--- src/rtl/regfile_param.sv ---
// ============================================================================
// Module   : regfile_param
// Brief    : 2-read/1-write register file with bypass, scoreboard, clear engine
// Revision : 1.0
// ============================================================================
`default_nettype none

module regfile_param #(
    parameter int DATA_WIDTH = 32,
    parameter int ADDR_WIDTH = 5,
    parameter int ZERO_REG   = 1,
    parameter int BYPASS     = 1
) (
    input  logic                  clk,
    input  logic                  rst,
    input  logic                  clrReq,
    output logic                  busy,
    input  logic                  wrEnable,
    input  logic [ADDR_WIDTH-1:0] wrReg,
    input  logic [DATA_WIDTH-1:0] wrData,
    input  logic [ADDR_WIDTH-1:0] rdReg1,
    input  logic [ADDR_WIDTH-1:0] rdReg2,
    output logic [DATA_WIDTH-1:0] rdData1,
    output logic [DATA_WIDTH-1:0] rdData2,
    input  logic                  pendSet,
    input  logic [ADDR_WIDTH-1:0] pendReg,
    output logic                  pending1,
    output logic                  pending2
);

    localparam int                    DEPTH   = 2 ** ADDR_WIDTH;
    localparam logic [ADDR_WIDTH-1:0] c_LAST  = ADDR_WIDTH'(DEPTH - 1);
    localparam logic [ADDR_WIDTH-1:0] c_ONE   = ADDR_WIDTH'(1);

    typedef enum logic [0:0] {
        S_CLEAR = 1'b0,
        S_IDLE  = 1'b1
    } state_t;

    state_t                  r_state;
    logic [ADDR_WIDTH-1:0]   r_clr_idx;
    logic [DEPTH-1:0]        r_pend;
    logic [DATA_WIDTH-1:0]   r_regs [DEPTH];

    logic w_busy;
    logic w_wr_ok;
    logic w_pend_ok;

    function automatic logic f_is_zero(input logic [ADDR_WIDTH-1:0] a);
        return (ZERO_REG != 0) && (a == '0);
    endfunction

    assign w_busy    = (r_state == S_CLEAR);
    assign w_wr_ok   = wrEnable && !w_busy && !f_is_zero(wrReg);
    assign w_pend_ok = pendSet  && !w_busy && !f_is_zero(pendReg);
    assign busy      = w_busy;

    always_ff @(posedge clk or posedge rst) begin
        if (rst) begin
            r_state   <= S_CLEAR;
            r_clr_idx <= '0;
            r_pend    <= '0;
        end else begin
            case (r_state)
                S_CLEAR: begin
                    r_pend    <= '0;
                    r_clr_idx <= r_clr_idx + c_ONE;
                    if (r_clr_idx == c_LAST) begin
                        r_clr_idx <= '0;
                        r_state   <= S_IDLE;
                    end
                end
                default: begin
                    if (clrReq) begin
                        r_state   <= S_CLEAR;
                        r_clr_idx <= '0;
                        r_pend    <= '0;
                    end else begin
                        // Set is applied after clear so a simultaneous set wins.
                        if (w_wr_ok)   r_pend[wrReg]   <= 1'b0;
                        if (w_pend_ok) r_pend[pendReg] <= 1'b1;
                    end
                end
            endcase
        end
    end

    // Storage is not reset; the clear engine zeroes it one entry per cycle.
    always_ff @(posedge clk) begin
        if (w_busy) begin
            r_regs[r_clr_idx] <= '0;
        end else if (w_wr_ok && !clrReq) begin
            r_regs[wrReg] <= wrData;
        end
    end

    for (genvar p = 0; p < 2; p++) begin : g_rd
        logic [ADDR_WIDTH-1:0] w_addr;
        logic                  w_hit;
        logic [DATA_WIDTH-1:0] w_data;
        logic                  w_pnd;

        assign w_addr = (p == 0) ? rdReg1 : rdReg2;
        assign w_hit  = (BYPASS != 0) && wrEnable && (wrReg == w_addr);

        always_comb begin
            w_data = '0;
            w_pnd  = 1'b0;
            if (!w_busy && !f_is_zero(w_addr)) begin
                w_data = w_hit ? wrData : r_regs[w_addr];
                w_pnd  = w_hit ? 1'b0   : r_pend[w_addr];
            end
        end
    end

    assign rdData1  = g_rd[0].w_data;
    assign rdData2  = g_rd[1].w_data;
    assign pending1 = g_rd[0].w_pnd;
    assign pending2 = g_rd[1].w_pnd;

endmodule

`default_nettype wire

--- config.mk ---
export PLATFORM = sky130hd
export DESIGN_NAME = regfile_param
export DESIGN_NICKNAME = d
export VERILOG_FILES = /design/src/rtl/regfile_param.sv
export SDC_FILE = /design/constraint.sdc
export NUM_CORES = 1
export LEC_CHECK = 0
export CAP_MARGIN = 10
export CORE_MARGIN = 10
export CORE_UTILIZATION = 45
export CTS_CLUSTER_DIAMETER = 50
export DETAILED_ROUTE_END_ITERATION = 12
export PLACE_DENSITY = 0.64
export SKIP_LAST_GASP = 1
export SYNTH_ARGS = -nofsm -noshare
export SYNTH_HDL_FRONTEND = slang
export SYNTH_SLANG_ARGS = --single-unit
--- constraint.sdc ---
create_clock -name clk -period 11.1 [get_ports clk]
set_clock_uncertainty 0.15 [all_clocks]
set_input_delay 1.11 -clock clk [delete_from_list [all_inputs] [get_ports clk]]
set_output_delay 1.11 -clock clk [all_outputs]
set_load 0.02 [all_outputs]
# Word-level counts from Yosys, hierarchy flattened
# Memory sizes are Yosys's and may differ from the RTL's.
# Index checks and enable logic that the tools add are counted.
# classes
n_eq_ne	4
n_lt_le_gt_ge	6
bitwise	4
reduce_logical	21
mux	35
n_addsub	1
# ops
operator	n
$mux W32	11
$and A32 B32 Y32	1
$not A32 Y32	1
$or A32 B32 Y32	1
$reduce_or A32 Y1	1
$lt A5 B6 Y1 const B	4
$logic_not A5 Y1	4
$mux W5	4
$mux W1	16
$logic_and A1 B1 Y1	11
$bmux W1 S5	2
$demux W1 S5	2
$eq A5 B5 Y1	2
$ge A5 B1 Y1 const B	2
$add A5 B1 Y5 const B	1
$eq A5 B5 Y1 const B	1
$logic_not A1 Y1	5
$ne A2 B2 Y1 const B	1
$not A1 Y1	1
# word_totals
ramBits	1024
reg_bits	38
wordCells	75
output_inout_bits	67
in_bits	57
mem_count	1
# memory_table
memory	depth	width	rd	rd_clocked_by_memory_dff	write_ports	line	text
r_regs	32	32	2	0	1	43	logic [DATA_WIDTH-1:0] r_regs [DEPTH];

# Logic depth before layout (Yosys ltp)
# Gate-level depths: netlist of the first run.
# logic_depth
depth_word	13
depth_mapped	9
ltp_nobuf	5

# Least setup slack after synthesis of the first run
# OpenSTA, ideal clock, no wires.
# synth_timing
path_type	input -> register
start	input port wrReg[2]
end	memory r_regs[20][0] (enable)
setup_ns	0.421
arrival_ns	3.884
n_path_buf	2
required_time_ns	10.529
path_slack_ns	6.645
cell_stages	7
cell_sequence	buf_2 -> nor2_1 -> a311oi_4 -> buf_2 -> mux2i_1 -> nand2_1 -> nor2_1
# synth_between
elab_chain_len	9
# synth_lines
item	line	text
from (decl)	19	input logic [ADDR_WIDTH-1:0] wrReg,
$logic_not A5 Y1	50	return (ZERO_REG != 0) && (a == '0);
$logic_not A1 Y1	54	assign w_wr_ok = wrEnable && !w_busy && !f_is_zero(wrReg);
$logic_and A1 B1 Y1	54	
$logic_and A1 B1 Y1	92	end else if (w_wr_ok && !clrReq) begin
$mux W1	92	
$mux W1	90	if (w_busy) begin
$mux W1 (not written as such)	93	r_regs[wrReg] <= wrData;
$reduce_or A32 Y1 (no line)	n/a	
$mux W5 (no line) / $mux W1 (equally long branches)	n/a	
to (decl)	43	
# Parallel ways exist; a longest one is shown, timed or not.

# Final worst setup path of the first run
# layout_timing
start	input port rdReg2[2]
end	output port rdData2[29]
# layout_between
elab_chain_len	4
# layout_lines
item	line	text
from (decl)	22	input logic [ADDR_WIDTH-1:0] rdReg2,
branches (longest 3 deep; another with $mem_v2 Z32 W32)	n/a	
$mux W32 *	109	if (!w_busy && !f_is_zero(w_addr)) begin
to (decl)	24	output logic [DATA_WIDTH-1:0] rdData2,
# Mark *: on every way between the ends.

==> results.md, run 1 <==
* Routed len/inst at 34.9 microns
* DR vias at 32,200
* Clock-pin slew on the worst setup and hold paths at 60 ps
* Critical path buffer and inverter count at 5
* Data arrival, critical path at 5580 ps
* Detailed Route Iter0 Violations at 4,033
* Num Clock Sinks at 1,062
* Critical Path Sink Type: output port
* Slew Viols, Final at 0
* Setup CP Type: in -> out
* Post-synth top flop: edfxtp_1
* Number of synthesized flops with an enable pin at 1,024
* Root Driver: clkbuf_16
* FMAX at 146 MHz
* Full die area at 0.128 sq mm
* Crit-path cells: buf_4 -> buf_4 -> buf_4 -> nor2b_4 -> buf_4 -> a22oi_1 -> nand3_1 -> nor2_1 -> nor4_1 -> clkdlybuf4s50_1
* Data required, critical path at 9840 ps
* Ports at 124
* Hold-fix buffers, CTS at 0
* Net Count, Synth at 3,062
* Hold crit path type: reg -> reg
* Core ar. at 0.113 sq mm
* Port Buf Inserts at 123
* Longest Clk Path Bufs at 3
* Endpoints failing hold at 0
* CP Max Fanout at 32
* Setup violations, final at 0
* Post-DP HPWL at 87,000 microns
* Max Cap Viol at 0
* CP Launch Type: input pin
* Fin crit period at 6840 ps
* Peak supply drop at 0.141 mV
* Starting density of the core at 45.4%
* Worst-margin pin slew at 1340 ps
* Mapped Area at 0.0513 sq mm
* Pleak at 18.8 nW
* Vias in the first global route at 33,400
* Int Pwr at 7.82 mW
* Number of H-tree levels at 3
* GRT overflow at 0
* Vias per cell at 6.89
* P per Cell Area at 188 mW/mm^2
* CTS tree: yes
* Period utilisation layout at 61.6%
* Switch share at 27.9%
* Worst-Skew Late Latency at 690 ps
* Drt drc at 0
* Cell count after synthesis at 3,003
* Fin cells at 4,677
* Placed Instances at 4,458
* Comb power frac at 16.8%
* Synthesized area per cell at 17.1 sq um
* CP peak stage delay at 730 ps
* Switching Power at 3.02 mW
* Row Count at 123
* Die height at 357 microns
* GRT Util Overall at 25.2%
* YS warnings at 0
* Netlist cell types at 56
* WL final at 163,000 microns
* Routed Antenna Nets at 0
* Delay-heaviest family, CP: buffers and inverters
* Pin count of the biggest net entering global routing at 106
* CTS buffer count at 116
* Pre-antenna DRT Iters at 6
* Share of layout cells above drive strength 1 at 22.1%
* Post-CTS Setup Bufs at 0
* RSZ-0062 raised after global routing: no
* Placer Congestion at 0.858
* CP most frequent cell: buf_4
* Final nets at 3,135
* PostCTS Resize Cnt at 0
* Filler instances at 8,990
* Slew HR at 10.5%
* Synthesis-stage register bit count at 1,062
* Setup_tns at 0 ps
* DIE WIDTH at 357 microns
* Status: completed
* Total power at 10.8 mW
* First-pass GRT wire length at 234,000 microns
* Seq/Total Area, Yosys at 61.8%
* Clock power share at 35.7%
* P&R area growth vs syn at 12.8%
* Sequential share of power at 47.5%
* FFs w/ async S/R, synth at 3.58%
* Util after Layout at 51.2%
* CP max-delay cell: clkdlybuf4s50_1
* Antenna violations before repair at 1
-- sequential cells by signal (all words and copies together), names as in the netlist --
register	flops
r_clr_idx	5
r_regs	1024
r_pend	32
r_state	1
-- metal layers --
metal | GRT usage, % | part of all wire (%) | up-vias
met2 | 41.8 | 49 | 2031
met3 | 4.68 | 9.4 | 459
met4 | 11.2 | 4.5 | 0
met5 | 0 | 0 | -
met1 | 32.1 | 37 | 16800
li1 | - | - | 12900
-- kinds of logic (layout without fill, tap and decap cells) --
family                     after synthesis  count (layout)  synth area share [%]
adders and majority gates                2               2                0.0488
and+or+nand+nor                        260             260                  2.57
xor gates and xnor gates                12              12                 0.205
DFF                                   1062            1062                  61.8
muxes                                  735             735                  22.7
AOI/OAI and AO/OA                      674             674                  9.88
other                                    0               1                     0
buffers and inverters                  258             431                  2.72
-- cell usage in the layout (no fill, tap or decap), drive strengths merged, types with 38 or more instances in the layout --
master,count
mux2i,391
nand2,59
a21oi,153
clkdlybuf4s50,116
a211o,60
mux4,343
dfrtp,38
nor2,58
clkbuf,141
clkinv,56
o21ai,98
a22oi,95
edfxtp,1024
a221oi,188
buf,84
-- power by group through the flow --
stage                     sequential (mW)  combinational (mW)  clock [mW]
after floorplan                      5.15                1.07           0
after global placement               5.17                1.77           0
after detailed placement             5.22                1.80           0
after CTS                            5.14                1.80        3.91
after global routing                 5.19                1.88        4.08
final                                5.15                1.82        3.87
-- through the flow --
step                      area (sq um)  worst slack, ps  hold slack [ps]
after CTS                        57800             4420              404
after detailed placement         54000             4430              387
final                            57800             4260              420
after global routing             57800             4270              423
after global placement           54000             4450              365
after floorplan                  51300             6640              325
-- worst paths after layout --
check	start	to	slack [ps]	cells after the start
hold / removal	r_pend[7]$_DFF_PP0_	r_pend[7]$_DFF_PP0_	420	2
max in group asynchronous	rst	r_pend[14]$_DFF_PP0_	9740	3
setup / recovery	rdReg2[2]	rdData2[29]	4260	10
hold reg to reg	r_pend[7]$_DFF_PP0_	r_pend[7]$_DFF_PP0_	420	2
setup reg to reg	r_state$_DFF_PP0_	r_regs[17][31]$_DFFE_PP_	6720	7
min in group asynchronous	rst	r_pend[18]$_DFF_PP0_	700	3
-- layout make-up --
cell class	instances	area [sq um]	area share, %
Clock buffer	139	3050	5.28
Antenna cell	1	2.50	0.00433
Tap cell	1500	1880	3.25
Multi-Input combinational cell	1683	18500	32.0
Sequential cell	1062	31700	54.8
Timing Repair Buffer	202	1870	3.23
Inverter	11	45.0	0.0779
Clock inverter	79	762	1.32
-- worst min-delay path, stage by stage (launching register included) --
cell and delay, ps:
dfrtp_1 380, o21ai_0 80, a21oi_1 70
-- synthesized netlist by cell type (all sizes together), types with 2 or more instances --
cell type	count	area share, %
nand2	59	0.43
and3b	2	0.034
a211oi	3	0.063
xnor2	11	0.19
and3	3	0.037
mux2i	391	7.6
buf	142	1.9
a31oi	4	0.078
dfrtp	38	1.9
nor3	35	0.35
nand2b	36	0.44
a221oi	188	3.7
inv	10	0.073
or2	3	0.037
a22oi	95	1.4
clkbuf	105	0.78
a21oi	153	1.5
nand4	4	0.049
nor3b	7	0.10
nand3	7	0.068
o21ai	98	0.96
mux4	343	15
nand3b	3	0.044
and2	33	0.40
edfxtp	1024	60
nor2	58	0.43
o211ai	5	0.073
a22o	34	0.58
ha	2	0.049
o21bai	30	0.44
a211o	60	1.0
nor4	2	0.024
nor2b	5	0.061
Power figures use the tool's default switching activity.
==> inputs of run 2 (changes only) <==
Settings changed: PLACE_DENSITY 0.64 to 0.66.
Clock period 11.1 ns to 5.8 ns, I/O delays scaled along.
==> results.md, run 2 (synthesized netlist as in run 1, its figures left out) <==
* Regs by FF count: r_regs x1024, r_pend x32, r_clr_idx x5
* Pleak at 19.1 nW
* Data arrival, critical path at 4050 ps
* Status: completed
* WHS at 148 ps
* Root Driver: clkbuf_16
* Critical Path Sink Type: output port
* Row Count at 123
* Clock-pin slew on the worst setup and hold paths at 60 ps
* Starting density of the core at 45.4%
* Fin crit period at 4780 ps
* P per Cell Area at 358 mW/mm^2
* DIE WIDTH at 357 microns
* Fin cells at 4,709
* Die height at 357 microns
* RR Startpoint: r_state$_DFF_PP0_
* Detailed Route Iter0 Violations at 4,304
* Setup violations, final at 0
* Crit-path cells: clkdlybuf4s50_1 -> nor2b_4 -> buf_12 -> buf_12 -> a221oi_1 -> o21ai_0 -> a21oi_1 -> a211o_1 -> clkdlybuf4s50_1
* Area of placed instances at 0.0545 sq mm
* Pin count of the biggest net entering global routing at 140
* CP peak stage delay at 740 ps
* Slew HR at 19.2%
* Routed Antenna Nets at 0
* Delay-heaviest family, CP: buffers and inverters
* Ports at 124
* Filler instances at 8,944
* CP Launch Type: input pin
* Pre-antenna DRT Iters at 5
* Data required, critical path at 5070 ps
* Setup_tns at 0 ps
* RSZ-0062 raised after global routing: no
* Vias per cell at 6.96
* P&R area growth vs syn at 14.0%
* Full die area at 0.128 sq mm
* Number of H-tree levels at 3
* Num Clock Sinks at 1,062
* PostCTS Resize Cnt at 0
* Worst-Skew Late Latency at 710 ps
* Most frequent cells in the layout: 1,024 x edfxtp_1, 391 x mux2i_1, 343 x mux4_2, 153 x a21oi_1, 150 x a221oi_1
* Hold crit path type: in -> async
* Longest Clk Path Bufs at 3
* Post-DP HPWL at 94,600 microns
* Vias in the first global route at 33,500
* First-pass GRT wire length at 233,000 microns
* Post-CTS Setup Bufs at 0
* Setup CP Type: in -> out
* Final instance area at 0.0584 sq mm
* Drt drc at 0
* # diodes at 0
* Slew Viols, Final at 0
* Final nets at 3,167
* Max reg flops at 1,024
* Placer Congestion at 0.860
* FMAX at 209 MHz
* CP max-delay cell: nor2b_4
* GRT overflow at 0
* CP Max Fanout at 33
* Worst Setup SP: rdReg1[2]
* Hold-fix buffers, CTS at 0
* GRT Util Overall at 24.8%
* CTS buffer count at 119
* Peak supply drop at 0.328 mV
* DR vias at 32,800
* CTS tree: yes
* Critical path buffer and inverter count at 4
* Period utilisation layout at 82.3%
* Endpoints failing hold at 0
* Routed len/inst at 34.4 microns
* Max Cap Viol at 0
* Antenna violations before repair at 1
* Core ar. at 0.113 sq mm
* Port Buf Inserts at 123
* Top reg by flops: r_regs
* WL final at 162,000 microns
* Share of layout cells above drive strength 1 at 23.0%
* Worst-margin pin slew at 1210 ps
* Most common cell after layout, fill and taps aside: edfxtp_1
* Placed Instances at 4,487
run 2: cell types whose count changed in the layout (fill, tap and decap cells not counted):
cell	previous run	this run
buf_12	3	29
buf_4	77	85
clkdlybuf4s50_1	116	111
clkbuf_1	19	22
clkinv_1	24	21
inv_8	1	4
clkbuf_16	118	120
clkbuf_8	4	2
clkinvlp_4	7	5
inv_6	6	8
clkinv_2	25	24
clkinv_4	6	7
diode_2	1	0
inv_16	1	2
run 2: per-layer routing:
metal  track usage (%)  part of all wire (%)  vias up
li1                  -                     -    13000
met1              31.8                    37    17200
met2              40.2                    48     2037
met3              4.84                   9.2      495
met4              12.6                   5.5        0
met5                 0                     0        -
run 2: layout make-up:
type	count	area [sq um]	area share (%)
Timing Repair Buffer	231	2400	4.10
Inverter	11	45.0	0.0771
Sequential cell	1062	31700	54.3
Tap cell	1500	1880	3.21
Multi-Input combinational cell	1683	18500	31.7
Clock buffer	142	3090	5.28
Clock inverter	80	811	1.39
run 2: power breakdown:
part           internal, mW  total (mW)  switching [mW]  leakage (nW)
clock                  4.35        7.54            3.19          1.90
sequential             9.44        9.87           0.426          9.19
combinational          1.28        3.52            2.24          7.97
total                  15.1        20.9            5.85          19.1
run 2: worst paths after layout:
kind                                                 end  slack, ps  depth (start not counted)
max in group asynchronous              r_state$_DFF_PP0_       4990                          3
min in group clk                     r_pend[4]$_DFF_PP0_        350                          3
worst max-delay path                         rdData1[25]       1020                          9
worst min-delay path                r_pend[25]$_DFF_PP0_        150                          3
worst min register to register       r_pend[0]$_DFF_PP0_        370                          1
worst max register to register  r_regs[27][12]$_DFFE_PP_       1700                          8
run 2: stage by stage:
stage | power (mW) | util, % | worst slack (ps)
global route | 21.5 | 51.8 | 940
global placement | 13.3 | 48.3 | 1080
floorplan | 11.9 | - | 1870
detailed placement | 13.5 | 48.3 | 1050
finish | 20.9 | 51.8 | 1020
CTS | 20.9 | 51.8 | 1050
run 2: worst min-delay path, delay by kind of cell:
family / cells / cell delay [ps]
buffers and inverters: 3 / 870
